`config.mk`:
```
export PLATFORM = sky130hd
export DESIGN_NAME = prim_esc_sender
export DESIGN_NICKNAME = d
export VERILOG_FILES = /design/src/rtl/prim_esc_sender.sv
export SDC_FILE = /design/constraint.sdc
export NUM_CORES = 1
export LEC_CHECK = 0
export ABC_AREA = 1
export CAP_MARGIN = 30
export CELL_PAD_IN_SITES_DETAIL_PLACEMENT = 0
export CELL_PAD_IN_SITES_GLOBAL_PLACEMENT = 1
export CORE_AREA = 2 2 39 41
export CTS_BUF_LIST = sky130_fd_sc_hd__clkbuf_4 sky130_fd_sc_hd__clkbuf_8
export CTS_CLUSTER_SIZE = 14
export DETAILED_ROUTE_END_ITERATION = 10
export DIE_AREA = 0 0 41 43
export DONT_BUFFER_PORTS = 1
export PLACE_DENSITY_LB_ADDON = 0.05
export REMOVE_ABC_BUFFERS = 1
export SETUP_SLACK_MARGIN = 0.05
export SYNTH_ARGS = -nofsm -noshare
export SYNTH_HDL_FRONTEND = slang
export SYNTH_SLANG_ARGS = --single-unit
```
`constraint.sdc`:
```
create_clock -name clk_i -period 1.3 [get_ports clk_i]
set_input_delay 0.13 -clock clk_i [delete_from_list [all_inputs] [get_ports clk_i]]
set_output_delay 0.13 -clock clk_i [all_outputs]
set_load 0.1 [all_outputs]
```
`src/rtl/prim_esc_sender.sv`:
```
// prim_esc_sender: transmit end of the differential escalation protocol.
// Turns a level escalation request and a ping request into the esc_tx pair.
// It checks the returned esc_rx pair and reports ping success and integrity failures.
//
// Ports:
//   clk_i, rst_i   clock and synchronous active-high reset
//   ping_en_i      ping request, only sampled in Idle
//   esc_en_i       escalation request level, overrides ping
//   esc_tx_o[1:0]  registered differential pair toward the receiver ([1]=p, [0]=n)
//   esc_rx_i[1:0]  differential response pair from the receiver ([1]=p, [0]=n)
//   ping_ok_o      one-cycle registered pulse when a ping handshake completes correctly
//   integ_fail_o   combinational integrity/protocol failure indication
//
// Optional: define ESC_SENDER_STICKY_FAIL_EN to hold integ_fail_o high after
// the first failure until rst_i.

module prim_esc_sender #(
  parameter bit PingChk = 1'b1
) (
  input  logic       clk_i,
  input  logic       rst_i,
  input  logic       ping_en_i,
  input  logic       esc_en_i,
  output logic [1:0] esc_tx_o,
  input  logic [1:0] esc_rx_i,
  output logic       ping_ok_o,
  output logic       integ_fail_o
);

  localparam logic [1:0] TxOn  = 2'b10;
  localparam logic [1:0] TxOff = 2'b01;
  localparam logic [1:0] RxHi  = 2'b10;
  localparam logic [1:0] RxLo  = 2'b01;

  typedef enum logic [2:0] {
    Idle,
    Ping0,
    Ping1,
    Ping2,
    Ping3,
    EscStart,
    EscAct,
    EscEnd
  } state_e;

  state_e     state_q;
  logic [1:0] esc_tx_q;
  logic       ping_ok_q;
  // Set in Idle for the single cycle in which the ping pulse is on the wire.
  // The receiver answers one cycle later, and Ping0 checks that answer.
  logic       launch_q;
  logic       bad_q;
  logic       rx_p_q;

  logic [1:0] ping_exp_c;
  logic       is_ping_c;
  logic       ping_mis_c;
  logic       fail_c;

  // Expected ping response per state and the combinational failure decode.
  always_comb begin
    ping_exp_c = RxLo;
    is_ping_c  = 1'b0;
    unique case (state_q)
      Ping0, Ping2: begin
        ping_exp_c = RxHi;
        is_ping_c  = 1'b1;
      end
      Ping1, Ping3: begin
        ping_exp_c = RxLo;
        is_ping_c  = 1'b1;
      end
      default: ;
    endcase
    ping_mis_c = is_ping_c && (esc_rx_i != ping_exp_c);

    // The differential check applies in every state. 00 and 11 are both illegal.
    fail_c = (esc_rx_i[1] == esc_rx_i[0]);
    unique case (state_q)
      Idle: begin
        if (esc_rx_i != RxLo) fail_c = 1'b1;
      end
      Ping0, Ping1, Ping2, Ping3: begin
        if (PingChk && ping_mis_c) fail_c = 1'b1;
      end
      EscAct: begin
        // The receiver must toggle p on every active escalation cycle.
        if (esc_rx_i[1] == rx_p_q) fail_c = 1'b1;
      end
      default: ;
    endcase
  end

  // Protocol FSM with registered wire and ping-ok outputs.
  always_ff @(posedge clk_i) begin
    if (rst_i) begin
      state_q   <= Idle;
      esc_tx_q  <= TxOff;
      ping_ok_q <= 1'b0;
      launch_q  <= 1'b0;
      bad_q     <= 1'b0;
      rx_p_q    <= 1'b0;
    end else begin
      rx_p_q    <= esc_rx_i[1];
      esc_tx_q  <= TxOff;
      ping_ok_q <= 1'b0;
      launch_q  <= 1'b0;
      unique case (state_q)
        Idle: begin
          if (esc_en_i) begin
            state_q  <= EscStart;
            esc_tx_q <= TxOn;
          end else if (launch_q) begin
            state_q <= Ping0;
            bad_q   <= 1'b0;
          end else if (ping_en_i) begin
            esc_tx_q <= TxOn;
            launch_q <= 1'b1;
          end
        end
        Ping0, Ping1, Ping2: begin
          bad_q <= bad_q | ping_mis_c;
          if (esc_en_i) begin
            state_q  <= EscStart;
            esc_tx_q <= TxOn;
          end else begin
            state_q <= (state_q == Ping0) ? Ping1 :
                       (state_q == Ping1) ? Ping2 : Ping3;
          end
        end
        Ping3: begin
          bad_q <= bad_q | ping_mis_c;
          if (esc_en_i) begin
            state_q  <= EscStart;
            esc_tx_q <= TxOn;
          end else begin
            state_q   <= Idle;
            ping_ok_q <= !(bad_q || ping_mis_c);
          end
        end
        EscStart: begin
          state_q  <= EscAct;
          esc_tx_q <= TxOn;
        end
        EscAct: begin
          esc_tx_q <= esc_en_i ? TxOn : TxOff;
          if (!esc_en_i) state_q <= EscEnd;
        end
        EscEnd: begin
          state_q <= Idle;
        end
        default: state_q <= Idle;
      endcase
    end
  end

  assign esc_tx_o  = esc_tx_q;
  assign ping_ok_o = ping_ok_q;

`ifdef ESC_SENDER_STICKY_FAIL_EN
  logic sticky_q;

  // Remembers any failure until reset.
  always_ff @(posedge clk_i) begin
    if (rst_i) begin
      sticky_q <= 1'b0;
    end else if (fail_c) begin
      sticky_q <= 1'b1;
    end
  end

  assign integ_fail_o = fail_c | sticky_q;
`else
  assign integ_fail_o = fail_c;
`endif

endmodule

```
==> metrics.csv, run 1 <==
stage;metric;value;unit
final_layout;area_growth;57.1;%
pwr;pwr_density_cell;1270;nW/um^2
logic_synthesis;yosysSeqAreaShare;36.5;%
sta;drv_slew;0;
sta;holdWs;0.0175;ns
logic_synthesis;avgSynthCellArea;6.24;um^2
critical_path;worst_setup_path_end_kind;output port;
sta;worst_slew_pin_slew;0.263;ns
global_route;grt_first_pass_wirelength;2130;um
logic_synthesis;yosysWarningCount;0;
pwr;clockPowerShare;24.1;%
final_layout;seqCellArea;186;um^2
clocking;cts_tree;done;
clocking;cts_buffers;3;
pwr;p_int;0.627;mW
clocking;clk_latency;0.26;ns
sta;max_freq;655;MHz
logic_synthesis;synth.area.top_cells;dfxtp_1 (37%), nand2_1 (19%), nor2_1 (11%);
floorplan;die_x;41;um
critical_path;slowest_delay;0.36;ns
sta;clock_skew;0.000943;ns
pwr;power_frac_seq;32.7;%
floorplan;ios;10;
logic_synthesis;syn-cell-area;493;um^2
sta;finalSetupTns;-0.348;ns
final_layout;final_util;56.0;%
pwr;sw_frac_of_total;36.2;%
route;drt-met1-wl;542;um
status;status;finished with violations;
global_route;grt_use_total;18.1;%
logic_synthesis;synth_top_area_share;36.5;%
critical_path;cpLargestDelayFamily;simple AND/OR/NAND/NOR gates;
final_layout;diodes;0;
floorplan;die-area;1760;um^2
clocking;cts_root_buffer;clkbuf_4;
sta;final-setup-viol-count;2;
global_route;grt_max_degree;7;
clocking;cts_sinks;9;
sta;min_period_over_period;117;%
route;ant_nets;0;
route;dr_wl_met3;51;um
critical_path;critPathSlowestCell;dfxtp_4;
pwr;power_frac_comb;43.3;%
sta;rsz0062_at_grt;true;
placed_design;place_area;653;um^2
route;post_drt_via_cell_ratio;4.49;
route;drc;0;
route;wl_per_cell;9.70;um
critical_path;cp_data_arrival_time;1.40;ns
pwr;p_sw;0.355;mW
critical_path;cp_max_fo;3;
logic_synthesis;synth_seq_cells;9;
route;initialDrtViolationCount;7;
route;firstDrtPassIters;4;
clocking;htree_levels;1;
route;highest-signal-layer;met4;
sta;setup_slack;-0.227;ns
final_layout;fillCellCount;136;
sta;relSlewSlack;82.4;%
placed_design;place_congestion;0.854;
clocking;clock_path_buffers;2;
global_route;gr-total-overflow;0;
floorplan;die_h;43;um
min_path;holdCritPathClass;in2reg;
critical_path;start_kind;flip-flop;
pwr;power;0.982;mW
placed_design;portBuffers;0;
global_route;antenna_found_initial;0;
sta;period_needed;1.53;ns
logic_synthesis;synth_cells;79;
critical_path;crit_type;reg2out;
final_layout;design_area;774;um^2
pwr;peakVddDrop;0.000560;V
route;wl;1180;um
final_layout;drive_above_1_share;40.6;%
critical_path;crit_path_frequent_cell;nand2_1;
logic_synthesis;yosysUniqueCellTypes;18;
floorplan;initial_utilization;35.6;%
floorplan;core_area;1380;um^2
floorplan;num_rows;14;
route;num_vias;548;
global_route;grt_pass1_vias;516;
critical_path;crit_buf_inv;2;
critical_path;cp_data_required_time;1.17;ns
logic_synthesis;yosysTopAreaCell;dfxtp_1;
clocking;clk_pin_slew;0.06;ns
status;violations;negative setup slack;
final_layout;layout.nets;114;
route;wl_met2;547;um
final_layout;multi_input_area;293;um^2
pwr;p_leak;0.391;nW
sta;finalHoldViolCount;0;
critical_path;crit_chain;buf_6 -> nor2_4 -> nor2_2 -> nor2_1 -> nand2_1 -> nand3_1 -> nand2_1 -> nand2_2 -> buf_12;
placed_design;hpwlAfterDp;896;um
flow_run;cap_violations;0;
[layout by cell type, fill, tap and decap left out]
master / count
dfxtp_4: 1
nor2_1: 10
nor3_1: 3
inv_4: 1
o22ai_1: 1
nand3_1: 3
a21oi_1: 2
ha_1: 1
nand2_1: 23
clkinv_1: 1
nor3_2: 1
nand2_4: 1
dlygate4sd3_1: 2
inv_1: 7
dfxtp_2: 2
inv_2: 3
buf_4: 18
buf_6: 2
nor2_2: 6
buf_12: 1
xnor2_1: 1
a31oi_1: 1
o21ai_0: 1
dfxtp_1: 6
clkbuf_4: 4
nand2_2: 2
nor2_4: 1
a22oi_1: 1
[power by group through the flow]
stage          registers (mW)  logic (mW)  clock network, mW
2_1_floorplan           0.374       0.172                  0
3_3_place_gp            0.323       0.356                  0
3_5_place_dp            0.324       0.351                  0
4_1_cts                 0.320       0.401              0.245
5_1_grt                 0.324       0.464              0.261
6_report                0.321       0.425              0.236
[cell families after synthesis]
kind of cell    count (synthesis)  share of synthesized area [%]
flops                           9                           36.5
buf+inv                        12                           9.14
compound gates                  6                           7.11
fa+ha+maj                       1                           2.54
xor+xnor                        1                           1.78
simple gates                   50                           42.9
[metal layers]
| layer | vias up | track usage, % |
|---|---|---|
| li1 | 302 | - |
| met1 | 230 | 24.6 |
| met2 | 11 | 24.7 |
| met3 | 5 | 3.66 |
| met4 | 0 | 12.0 |
| met5 | - | 0 |
[worst paths after layout]
path | from | end | slack [ns] | cells past startpoint
min | ping_en_i | launch_q | 0.02 | 2
max reg2reg | state_q[2] | ping_ok_o | -0.12 | 11
min reg2reg | bad_q | ping_ok_o | 0.50 | 3
max | state_q[2] | integ_fail_o | -0.23 | 9
[synth_stat cells]
cell type   n
nand2_2     1
a21oi_1     2
nor2_2      3
nand3_1     3
inv_2       4
nand2_1    25
a22oi_1     1
clkinv_1    1
ha_1        1
nor3_2      1
nor3_1      3
o21ai_0     1
inv_1       7
o22ai_1     1
xnor2_1     1
a31oi_1     1
nor2_1     14
dfxtp_1     9
[per-stage QoR]
stage                     cells  worst slack [ns]
final                       122            -0.227
after global routing        122            -0.342
after CTS                   121            -0.233
after detailed placement    112            0.0128
after global placement      112           0.00746
after floorplan              79            -0.325
[sequential cells by signal (all words and copies together), names as in the netlist]
signal / cells
ping_ok_o: 1
esc_tx_o: 2
launch_q: 1
bad_q: 1
state_q: 3
rx_p_q: 1
[repair_timing]
action / in CTS / in global routing
setup buffers: 3 / 2
gates resized for setup: 9 / 6
endpoints found under the hold margin: 6 / 0
setup endpoints to repair: 1 / 2
hold buffers: 2 / 0
pin swaps: 5 / 0
[worst register-to-register path, cell delays in order (launching register included)]
cell and delay, ns:
dfxtp_4 0.36, buf_6 0.12, nor2_4 0.08, nor2_2 0.04
nor2_1 0.09, nand2_1 0.07, buf_4 0.14, buf_6 0.10
buf_4 0.12, buf_4 0.13, nand2_4 0.05, nor3_2 0.03
[layout make-up]
class	instances	share of cell area (%)
clock buffers	4	3.88
multi-input cells	58	37.8
repair buffers	23	25.5
inverters	12	6.14
well taps	16	2.58
flip-flops and latches	9	24.1
No activity file was read; power rests on OpenSTA's default activity.
==> run 2: changes to the inputs <==
--- a/config.mk
+++ b/config.mk
@@ -5,8 +5,7 @@
 export SDC_FILE = /design/constraint.sdc
 export NUM_CORES = 1
 export LEC_CHECK = 0
-export ABC_AREA = 1
-export CAP_MARGIN = 30
+export CAP_MARGIN = 20
 export CELL_PAD_IN_SITES_DETAIL_PLACEMENT = 0
 export CELL_PAD_IN_SITES_GLOBAL_PLACEMENT = 1
 export CORE_AREA = 2 2 39 41
==> metrics.csv, run 2 <==
stage;metric;value;unit;change
critical_path;critPathSlowestCell;or3_4;;
sta;setup_slack;-0.166;ns;+0.0605 ns
sta;min_period_over_period;113;%;-4.7 points
critical_path;cpLargestDelayFamily;simple AND/OR/NAND/NOR gates;;
pwr;clockPowerShare;29.3;%;+5.2 points
status;violations;negative setup slack;;
critical_path;worst_setup_path_end_kind;output port;;
sta;worst_slew_pin_slew;0.267;ns;+0.00414 ns
final_layout;drive_above_1_share;49.3;%;+8.7 points
final_layout;area_growth;37.1;%;
clocking;clock_path_buffers;2;;unchanged
pwr;p_int;0.558;mW;-11%
route;highest-signal-layer;met4;;
logic_synthesis;synthTopCellsByCount;dfxtp_1 (9), nor2_1 (5), o21ai_0 (5), nand2_1 (4);;
final_layout;layout.nets;81;;-29%
sta;final-setup-viol-count;1;;-1
route;drc;0;;unchanged
route;drt-met1-wl;454;um;-16%
route;post_drt_via_cell_ratio;5.17;;+15%
logic_synthesis;yosysWarningCount;0;;unchanged
floorplan;die-area;1760;um^2;unchanged
sta;relSlewSlack;82.1;%;-0.28 points
floorplan;die_h;43;um;unchanged
flow_run;cap_violations;0;;unchanged
logic_synthesis;synthMostInstantiatedCell;dfxtp_1;;
pwr;p_leak;0.296;nW;-24%
clocking;cts_buffers;3;;unchanged
pwr;p_sw;0.285;mW;-20%
final_layout;mostFrequentLayoutCell;buf_4;;
route;ant_nets;0;;unchanged
route;wl;1080;um;-8.5%
route;dr_wl_met3;70;um;+37%
clocking;clk_pin_slew;0.06;ns;about the same
global_route;gr-total-overflow;0;;unchanged
logic_synthesis;synth_edf_count;0;;unchanged
critical_path;start_kind;flip-flop;;
final_layout;layout_common_cells;buf_4 (13), dfxtp_1 (6), nor2_1 (4), nand2_1 (4), clkbuf_4 (4);;
sta;clock_skew;0.00155;ns;+0.000610 ns
placed_design;dp_cells;81;;-28%
logic_synthesis;yosysUniqueCellTypes;29;;+11
logic_synthesis;avgSynthCellArea;8.72;um^2;+40%
final_layout;largest_register_ffs;3;;unchanged
clocking;htree_levels;1;;unchanged
critical_path;crit_buf_inv;2;;unchanged
logic_synthesis;synth_cells;58;;-27%
pwr;power;0.842;mW;-14%
sta;drv_slew;0;;unchanged
pwr;pwr_density_cell;1210;nW/um^2;-4.2%
critical_path;cp_data_arrival_time;1.34;ns;-0.06 ns
final_layout;fillCellCount;133;;-2.2%
final_layout;diodes;0;;unchanged
global_route;antenna_found_initial;0;;unchanged
placed_design;hpwlAfterDp;771;um;-14%
route;wl_met2;540;um;-1.3%
sta;finalHoldViolCount;0;;unchanged
route;wl_per_cell;12.2;um;+25%
logic_synthesis;yosysSeqAreaShare;35.6;%;-0.90 points
clocking;cts_sinks;9;;unchanged
route;initialDrtViolationCount;8;;+1
final_layout;multi_input_area;303;um^2;+3.4%
critical_path;r2r_setup_slack;0;ns;+0.12 ns
placed_design;place_congestion;0.786;;-8.0%
logic_synthesis;syn-cell-area;505;um^2;+2.5%
floorplan;initial_utilization;36.5;%;+0.90 points
final_layout;seqCellArea;186;um^2;unchanged
final_layout;top_register;state_q;;
status;status;finished with violations;;
pwr;power_frac_seq;37.3;%;+4.6 points
clocking;cts_root_buffer;clkbuf_4;;
logic_synthesis;dominantRegCellSynth;dfxtp_1;;
global_route;grt_use_total;15.3;%;-2.8 points
logic_synthesis;synth_seq_cells;9;;unchanged
pwr;sw_frac_of_total;33.8;%;-2.4 points
critical_path;crit_chain;inv_2 -> or3_4 -> o21ai_2 -> o21ai_2 -> buf_12;;
global_route;grt_first_pass_wirelength;1730;um;-19%
pwr;peakVddDrop;0.000472;V;-16%
route;num_vias;460;;-16%
sta;rsz0062_at_grt;true;;
logic_synthesis;async_flop_share;0;%;unchanged
floorplan;core_area;1380;um^2;unchanged
logic_synthesis;synth_top_area_share;35.6;%;-0.90 points
pwr;power_frac_comb;33.3;%;-10 points
floorplan;num_rows;14;;unchanged
sta;period_needed;1.47;ns;-0.0605 ns
global_route;grt_pass1_vias;455;;-12%
floorplan;die_x;41;um;unchanged
critical_path;slowest_delay;0.36;ns;about the same
placed_design;portBuffers;0;;unchanged
critical_path;crit_path_frequent_cell;o21ai_2;;
critical_path;crit_type;reg2out;;
critical_path;cp_max_fo;3;;unchanged
floorplan;ios;10;;unchanged
global_route;grt_max_degree;9;;+2
min_path;holdCritPathClass;in2reg;;
sta;max_freq;682;MHz;+4.1%
logic_synthesis;synth.area.top_cells;dfxtp_1 (36%), o21ai_0 (5.0%), buf_6 (4.5%);;
final_layout;fin_cells;89;;-27%
clocking;clk_latency;0.27;ns;about the same
clocking;cts_tree;done;;
logic_synthesis;yosysTopAreaCell;dfxtp_1;;
critical_path;cp_data_required_time;1.17;ns;about the same
route;firstDrtPassIters;3;;-1
[run 2: changes by cell type after synthesis, moves of 4 or more]
cell	delta
nand2_1	-21
o21ai_0	+4
nor2_1	-9
inv_1	-4
[run 2: layer usage]
metal,vias to the layer above,global-route usage [%]
met4,0,13.3
met5,-,0
li1,236,-
met3,2,7.85
met1,212,16.4
met2,10,20.6
[run 2: stage by stage]
step	area [um^2]	setup slack, ns	utilization [%]	TNS [ns]	hold WS [ns]
after floorplan	468	-1.66	-	-1.71	0.199
after global placement	594	-0.000729	42.9	-0.000729	0.202
after detailed placement	594	-0.0231	42.9	-0.0231	0.205
after CTS	678	-0.186	49.0	-0.186	0.0200
after global routing	693	-0.223	50.1	-0.287	0.0176
final	693	-0.166	50.1	-0.166	0.0158
[run 2: power by group through the flow]
stage | clock, mW | combinational [mW] | sequential (mW)
final | 0.247 | 0.281 | 0.314
after global routing | 0.280 | 0.299 | 0.318
after CTS | 0.262 | 0.272 | 0.314
after detailed placement | 0 | 0.241 | 0.321
after global placement | 0 | 0.240 | 0.320
after floorplan | 0 | 0.110 | 0.370
[run 2: cell type report]
cell class | count | area share, %
clock buffer | 4 | 4.33
sequential | 9 | 26.9
multi-input combinational | 40 | 43.7
inverter | 4 | 2.17
tap | 16 | 2.89
timing repair buffer | 16 | 20.0
[run 2: final timing paths]
kind | start | endpoint | cells after the start
setup reg to reg | state_q[0] | ping_ok_o | 4
hold reg to reg | bad_q | ping_ok_o | 1
setup / recovery | state_q[0] | integ_fail_o | 5
hold / removal | esc_rx_i[1] | rx_p_q | 2
[run 2: timing repair]
action,4_1_cts,5_1_grt
setup buffers,3,0
hold endpoints to repair,7,0
hold buffers,1,0
endpoints found under the setup margin,3,5
resized for setup,11,4
pin swaps,4,2
[run 2: cells by family (layout without fill, tap and decap cells)]
logic type | after synthesis | in the layout | synth area share, %
simple gates | 20 | 20 | 25.2
compound gates | 16 | 16 | 20.8
flops | 9 | 9 | 35.6
buf+inv | 9 | 24 | 10.4
xor+xnor | 2 | 2 | 3.47
fa+ha+maj | 1 | 1 | 2.47
mux | 1 | 1 | 1.98
[run 2: worst reg2reg max path, delay by kind of cell (launching register included)]
family,cells,cell delay [ns]
buffers and inverters,1,0.14
DFF,1,0.32
and+or+nand+nor,3,0.76
